`config.mk`:
```
export PLATFORM = sky130hd
export DESIGN_NAME = nibble_serial_add_ctrl
export DESIGN_NICKNAME = d
export VERILOG_FILES = /design/src/rtl/nibble_serial_add_ctrl.sv
export SDC_FILE = /design/constraint.sdc
export NUM_CORES = 1
export LEC_CHECK = 0
export ABC_CLOCK_PERIOD_IN_PS = 2400
export CORE_MARGIN = 3
export CORE_UTILIZATION = 50
export CTS_BUF_LIST = sky130_fd_sc_hd__clkbuf_8
export CTS_CLUSTER_DIAMETER = 120
export DETAILED_ROUTE_END_ITERATION = 8
export PLACE_DENSITY_LB_ADDON = 0.05
export SETUP_SLACK_MARGIN = 0.2
export SLEW_MARGIN = 30
export SYNTH_ARGS = -nofsm -noshare
export SYNTH_HDL_FRONTEND = slang
export SYNTH_SLANG_ARGS = --single-unit
```
`constraint.sdc`:
```
create_clock -name clk -period 2.4 [get_ports clk]
set_input_delay 0.48 -clock clk [delete_from_list [all_inputs] [get_ports clk]]
set_output_delay 0.48 -clock clk [all_outputs]
set_load 0.005 [all_outputs]
```
`src/rtl/nibble_serial_add_ctrl.sv`:
```
// Serial W-bit add/subtract controller driving one external 4-bit adder,
// one nibble per clock, least significant nibble first.
module nibble_serial_add_ctrl #(
   parameter int unsigned NIBBLES = 4
) (
   input  logic                 clk,
   input  logic                 rst_n,
   input  logic                 start,
   input  logic                 sub,
   input  logic [4*NIBBLES-1:0] op_a,
   input  logic [4*NIBBLES-1:0] op_b,
   output logic                 ready,
   output logic                 done,
   output logic [4*NIBBLES-1:0] result,
   output logic                 carry_out,
   output logic                 overflow,
   output logic [3:0]           add_a,
   output logic [3:0]           add_b,
   output logic                 add_cin,
   input  logic [3:0]           add_sum,
   input  logic                 add_cout
);

   localparam int unsigned W    = 4 * NIBBLES;
   localparam int unsigned IDXW = $clog2(NIBBLES);

   typedef enum logic [1:0] {
      S_IDLE,
      S_RUN,
      S_DONE
   } state_t;

   state_t          state_q, state_d;
   logic [W-1:0]    a_q, a_d;
   logic [W-1:0]    b_q, b_d;
   logic            cy_q, cy_d;
   logic [IDXW-1:0] idx_q, idx_d;
   logic [W-1:0]    result_q, result_d;
   logic            carry_q, carry_d;
   logic            ovf_q, ovf_d;

   logic            accept;
   logic            last_nib;

   assign accept   = (state_q == S_IDLE) && start;
   assign last_nib = (idx_q == IDXW'(NIBBLES - 1));

   always_ff @(posedge clk or negedge rst_n) begin
      if (!rst_n) begin
         state_q <= S_IDLE;
      end else begin
         state_q <= state_d;
      end
   end

   always_comb begin
      state_d = state_q;
      unique case (state_q)
         S_IDLE:  if (start) state_d = S_RUN;
         S_RUN:   if (last_nib) state_d = S_DONE;
         S_DONE:  state_d = S_IDLE;
         default: state_d = S_IDLE;
      endcase
   end

   always_comb begin
      ready   = (state_q == S_IDLE);
      done    = (state_q == S_DONE);
      add_a   = '0;
      add_b   = '0;
      add_cin = 1'b0;
      if (state_q == S_RUN) begin
         add_a   = a_q[{idx_q, 2'b00} +: 4];
         add_b   = b_q[{idx_q, 2'b00} +: 4];
         add_cin = cy_q;
      end
   end

   // B is stored pre-inverted and the carry seeded with sub, so the adder
   // only ever sees an addition.
   always_comb begin
      a_d      = a_q;
      b_d      = b_q;
      cy_d     = cy_q;
      idx_d    = idx_q;
      result_d = result_q;
      carry_d  = carry_q;
      ovf_d    = ovf_q;
      if (accept) begin
         a_d      = op_a;
         b_d      = sub ? ~op_b : op_b;
         cy_d     = sub;
         idx_d    = '0;
         result_d = '0;
         carry_d  = 1'b0;
         ovf_d    = 1'b0;
      end else if (state_q == S_RUN) begin
         result_d[{idx_q, 2'b00} +: 4] = add_sum;
         cy_d = add_cout;
         if (last_nib) begin
            carry_d = add_cout;
            ovf_d   = (a_q[W-1] == b_q[W-1]) && (add_sum[3] != a_q[W-1]);
         end else begin
            idx_d = idx_q + 1'b1;
         end
      end
   end

   always_ff @(posedge clk or negedge rst_n) begin
      if (!rst_n) begin
         a_q      <= '0;
         b_q      <= '0;
         cy_q     <= 1'b0;
         idx_q    <= '0;
         result_q <= '0;
         carry_q  <= 1'b0;
         ovf_q    <= 1'b0;
      end else begin
         a_q      <= a_d;
         b_q      <= b_d;
         cy_q     <= cy_d;
         idx_q    <= idx_d;
         result_q <= result_d;
         carry_q  <= carry_d;
         ovf_q    <= ovf_d;
      end
   end

   assign result    = result_q;
   assign carry_out = carry_q;
   assign overflow  = ovf_q;

endmodule

```
After elaboration in Yosys (flattened, before gate mapping)
Cells that the tools add are included.
- register bits: 55
- latch bits: 0
- bits in writable memories: 0
- ROM bits: 0
- input bits: 41
- output and inout port bits: 29
- word-level logic and storage cells: 52
- memories: 0
- add/sub/neg operators: 2
- multipliers: 0
- div/mod/pow operators: 0
- order comparisons: 0
- equal/unequal tests: 8
- shift operators: 4
- mux-type cells: 21
- bitwise operators: 1
- reductions and logical operators: 8
- operators by type and width (operator ; number):
    2-to-1 mux 16 bit ; 3
    variable part select 16 x 5 -> 4 bit ; 2
    bitwise mux 16 bit ; 1
    inverter 16 bit ; 1
    variable shift 4 x 6 -> 16 bit, first input constant ; 1
    variable part select 4 x 6 -> 16 bit ; 1
    2-to-1 mux 2 bit ; 5
    2-to-1 mux 1 bit ; 9
    2-to-1 mux 4 bit ; 2
    != test 2 bit, second input constant ; 3
    negation 4 -> 6 bit ; 1
    AND reduction 2 bit ; 3
    equality test 2 bit, second input constant ; 2
    one-hot mux 2 bit (2 select lines) ; 1
    nonzero test 2 bit ; 2
    adder 2 x 1 -> 2 bit, second input constant ; 1
    equality test 2 x 1 -> 1 bit, second input constant ; 1
    logical AND 1 bit ; 2
    logical NOT 2 bit ; 1
    equality test 1 bit ; 1
    != test 1 bit ; 1

Longest topological paths before layout
- word-level depth: 5
- depth in mapped cells: 7

Worst setup path before layout
Ideal clock, no wire load.
- kind: register to register
- from: reg idx_q[0]
- to: reg result_q[7] (netlist: result[7])
- library setup time: 0.095 ns
- data arrival time: 1.978 ns
- path slack: 0.327 ns
- cell stages (with the launch flop): 8
- path buffers: 2
- period minus slack after synthesis: 2.073 ns
- path through: dfrtp_1 clkbuf_2 buf_4 inv_1 ha_1 nand2_1 or4b_4 o31ai_1
- cells in the longest elaborated chain, start to end: 5
- elaborated cells between the ends (all ways): 6
- classes of those cells: add/sub (1); shift (2); mux (3)
- ends and longest elaborated chain (what ; line ; source):
    from (decl) ; 37 ; logic [IDXW-1:0] idx_q, idx_d;
    from (signal assigned) ; 122 ; idx_q <= idx_d;
    negation 4 -> 6 bit (*) ; 98 ; result_d[{idx_q, 2'b00} +: 4] = add_sum;
    variable part select 4 x 6 -> 16 bit or variable shift 4 x 6 -> 16 bit (tied branches) ; 98 ;
    bitwise mux 16 bit (*) ; 98 ;
    2-to-1 mux 16 bit (*) ; 97 ; end else if (state_q == S_RUN) begin
    2-to-1 mux 16 bit (*) ; 89 ; if (accept) begin
    to (signal assigned) ; 123 ; result_q <= result_d;
    to (decl) ; 38 ; logic [W-1:0] result_q, result_d;
Mark *: on every way between the ends. The rest lies on a longest branch, timed or not. The select of a mux whose other input is x is not followed.
A chain may end at the register's enable or synchronous reset.

Worst setup path in the final report
- from: reg idx_q[0]
- to: out add_a[2]
- cells in the longest elaborated chain, start to end: 2
- ends and longest elaborated chain (what ; line ; source):
    variable part select 16 x 5 -> 4 bit ; 73 ; add_a = a_q[{idx_q, 2'b00} +: 4];
    2-to-1 mux 4 bit ; 72 ; if (state_q == S_RUN) begin
    to (decl) ; 17 ; output logic [3:0] add_a,
Every way passes these cells.

==> results.py <==
metrics = {
    "synth": {
        "synth-xor-area-share_pct": 5.58,
        "synth_compound_area_share_pct": 11.3,
        "synth_cells": 222,
        "synth_ff_type": "dfrtp_1",
        "synth-adder-area-share_pct": 2.81,
        "async_reset_ff_share_pct": 100,
        "synth.net_count": 269,
        "avgSynthCellArea_um2": 12.0,
        "synth-edff-count": 0,
        "ys_seq_area_share_pct": 51.6,
        "netlist_area_um2": 2670,
        "yosysUniqueCellTypes": 33,
        "synth_top_family_by_area": "multiplexers",
        "ys_seq_elements": 55,
        "yosys_warnings": 0,
        "yosys-mux-area-fraction_pct": 13.9,
        "synth-simple-area-share_pct": 11.2,
    },
    "hold_path": {
        "hp-class": "primary input to async pin",
    },
    "grt": {
        "use_met2_pct": 31.4,
        "grt-busiest-layer": "met2",
        "grt_pass1_vias": 1948,
        "grt-ovfl-total": 0,
        "grt_antenna_before_repair": 0,
        "grt_max_degree": 33,
        "grt_pass1_wl_mm": 9.68,
        "met1_usage_pct": 28.5,
        "grt.total_usage_pct": 19.9,
        "use_met3_pct": 3.40,
    },
    "final_layout": {
        "syn_to_final_growth_pct": 37.4,
        "layoutNonFillerInstCount": 368,
        "layout-drive-gt1-share_pct": 24.6,
        "nFillCells": 366,
        "nets": 347,
        "antenna_cells": 0,
        "final_cell_area_um2": 3670,
    },
    "detailed_routing": {
        "vias": 1950,
        "drc": 0,
        "wl_per_cell_um": 15.7,
        "dr.pass1.iters": 4,
        "ant_nets": 0,
        "via_per_inst": 5.30,
        "drtIter0Drc": 76,
        "routed_wl_mm": 5.77,
    },
    "setup_path": {
        "cp_num_cells": 5,
        "r2r-start": "idx_q[0]$_DFFE_PN0P_",
        "reg2reg_depth": 7,
        "crit_required_ns": 1.92,
        "arrival_ns": 1.71,
        "slowest_stage": "mux4_2",
        "worstReg2RegEnd": "result[6]$_DFFE_PN0P_",
        "critPathLaunchType": "flip-flop",
        "critPathTopFamily": "multiplexers",
        "rrSetupSlack_ns": 0.37,
        "cp-end-kind": "output port",
        "critPathMaxFanout": 5,
        "critPathBufInv": 3,
        "critical_path.cell_chain": "buf_12, buf_4, mux4_2, and2_4, buf_6",
        "critical_path_class": "flip-flop to output port",
        "slowest_delay_ns": 0.49,
    },
    "floorplanning": {
        "fp.dieW_um": 79.1,
        "core_um2": 4940,
        "die_y_um": 79.1,
        "io-pin-count": 70,
        "initial_core_util_pct": 54.0,
        "rows": 25,
        "die_area_um2": 6250,
    },
    "timing": {
        "slew_headroom_pct": 63.9,
        "setup_viol": 0,
        "slew_violations": 0,
        "tns_ns": 0,
        "final.setup_skew_ns": 0.00937,
        "min_period_ns": 2.19,
        "max_slew.worst_pin.slew_ns": 0.542,
        "fmax_ghz": 0.456,
        "rsz0062_at_grt": "true",
        "holdWs_ns": 0.147,
        "layout_setup_ws_ns": 0.206,
        "min_period_over_period_pct": 91.4,
        "finalHoldViolations": 0,
    },
    "clock_network": {
        "cts_max_level": 2,
        "numCtsBuffers": 5,
        "root_buffer": "clkbuf_8",
        "clk_path_buf_depth": 2,
        "clk_pin_slew_ns": 0.10,
        "cts_tree": "yes",
        "clock_latency_ns": 0.31,
        "clock-sinks": 55,
        "postCtsHoldBufs": 0,
    },
    "pwr": {
        "power_density_nw_per_um2": 1160,
        "power_leakage_uw": 0.00154,
        "peakVddDrop_mv": 0.686,
    },
    "place": {
        "port_buffers": 69,
        "numPlacedInstances": 352,
        "dpl-instance-area_um2": 3460,
        "gp_congestion": 0.744,
        "dp_hpwl_mm": 4.21,
        "post-place-ws_ns": 0.178,
    },
    "outcome": {
        "status": "finished, final reports clean",
    },
    "run": {
        "cap_viol_max_count": 0,
    },
}
==> where the power goes <==
part | leakage, uW | switching, uW | internal, uW | total (uW)
registers | 0.000672 | 247 | 1290 | 1540
logic | 0.000824 | 870 | 1350 | 2220
clock network | 0.0000477 | 289 | 200 | 489
total | 0.00154 | 1410 | 2850 | 4250
==> cells in the final DEF, fill, tap and decap left out, drive strengths merged, types with 7 or more instances in the layout <==
| master | n |
|---|---|
| clkdlybuf4s50 | 60 |
| dfrtp | 55 |
| buf | 25 |
| nor2 | 20 |
| a21oi | 20 |
| xnor2 | 17 |
| mux2 | 16 |
| and2 | 9 |
| mux4 | 8 |
| a22o | 8 |
| inv | 7 |
| nand2 | 7 |
==> registers in the layout, summed over array words and instances (netlist names) <==
register   flops
idx_q          2
result        16
b_q           16
state_q        2
overflow       1
cy_q           1
carry_out      1
a_q           16
==> cell usage after synthesis (all sizes together) (2+ instances only) <==
library cell / n / area [um^2]
mux2: 16 / 180
a21o: 2 / 15.0
a21oi: 20 / 100
or2: 2 / 12.5
ha: 6 / 75.1
nor3b: 2 / 20.0
nor2: 20 / 75.1
dfrtp: 55 / 1380
a32o: 4 / 40.0
clkbuf: 4 / 16.3
buf: 10 / 57.6
o21ai: 6 / 30.0
a22o: 8 / 70.1
inv: 7 / 26.3
xnor2: 17 / 149
nand3: 2 / 10.0
and2: 9 / 56.3
nor4b: 2 / 30.0
mux4: 8 / 180
nand2: 7 / 26.3
nor2b: 2 / 12.5
o31ai: 4 / 30.0
nand2b: 2 / 12.5
==> area by class of cell <==
type / count / area (um^2) / area share (%)
clock buffers: 5 / 68.8 / 1.88
clock inverters: 3 / 15.0 / 0.409
inverters: 7 / 26.3 / 0.716
multi-input cells: 146 / 1230 / 33.6
flip-flops and latches: 55 / 1380 / 37.6
well taps: 67 / 83.8 / 2.29
repair buffers: 85 / 862 / 23.5
==> worst max path at each step <==
stage / start / end / slack [ns]
2_1_floorplan: idx_q[0]$_DFFE_PN0P_ / result[7]$_DFFE_PN0P_ / 0.33
3_3_place_gp: idx_q[0]$_DFFE_PN0P_ / add_a[2] / 0.21
3_5_place_dp: idx_q[0]$_DFFE_PN0P_ / add_a[2] / 0.18
4_1_cts: idx_q[0]$_DFFE_PN0P_ / add_a[2] / 0.19
5_1_grt: idx_q[0]$_DFFE_PN0P_ / add_b[3] / 0.13
6_report: idx_q[0]$_DFFE_PN0P_ / add_a[2] / 0.21
==> kinds of logic after synthesis <==
family / after synthesis
compound gates: 46
xor+xnor: 17
buf+inv: 21
fa+ha+maj: 6
simple gates: 52
flops: 55
mux: 25
==> timing repair <==
action | CTS | global route
setup endpoints to repair | 11 | 12
pin swaps | 8 | 0
resized for setup | 40 | 14
setup buffers | 8 | 0
==> per-layer routing <==
metal / wire, um / vias to the layer above
li1: - / 932
met1: 2640 / 962
met3: 230 / 7
met4: 69 / 0
met5: 0 / -
met2: 2830 / 49
==> per-stage QoR <==
stage	total power (uW)	utilization, %
2_1_floorplan	2690	-
5_1_grt	4570	74.2
6_report	4250	74.2
4_1_cts	4050	72.8
3_5_place_dp	3490	69.9
3_3_place_gp	3440	69.9
Note: power is estimated with default switching activity, not from simulation.
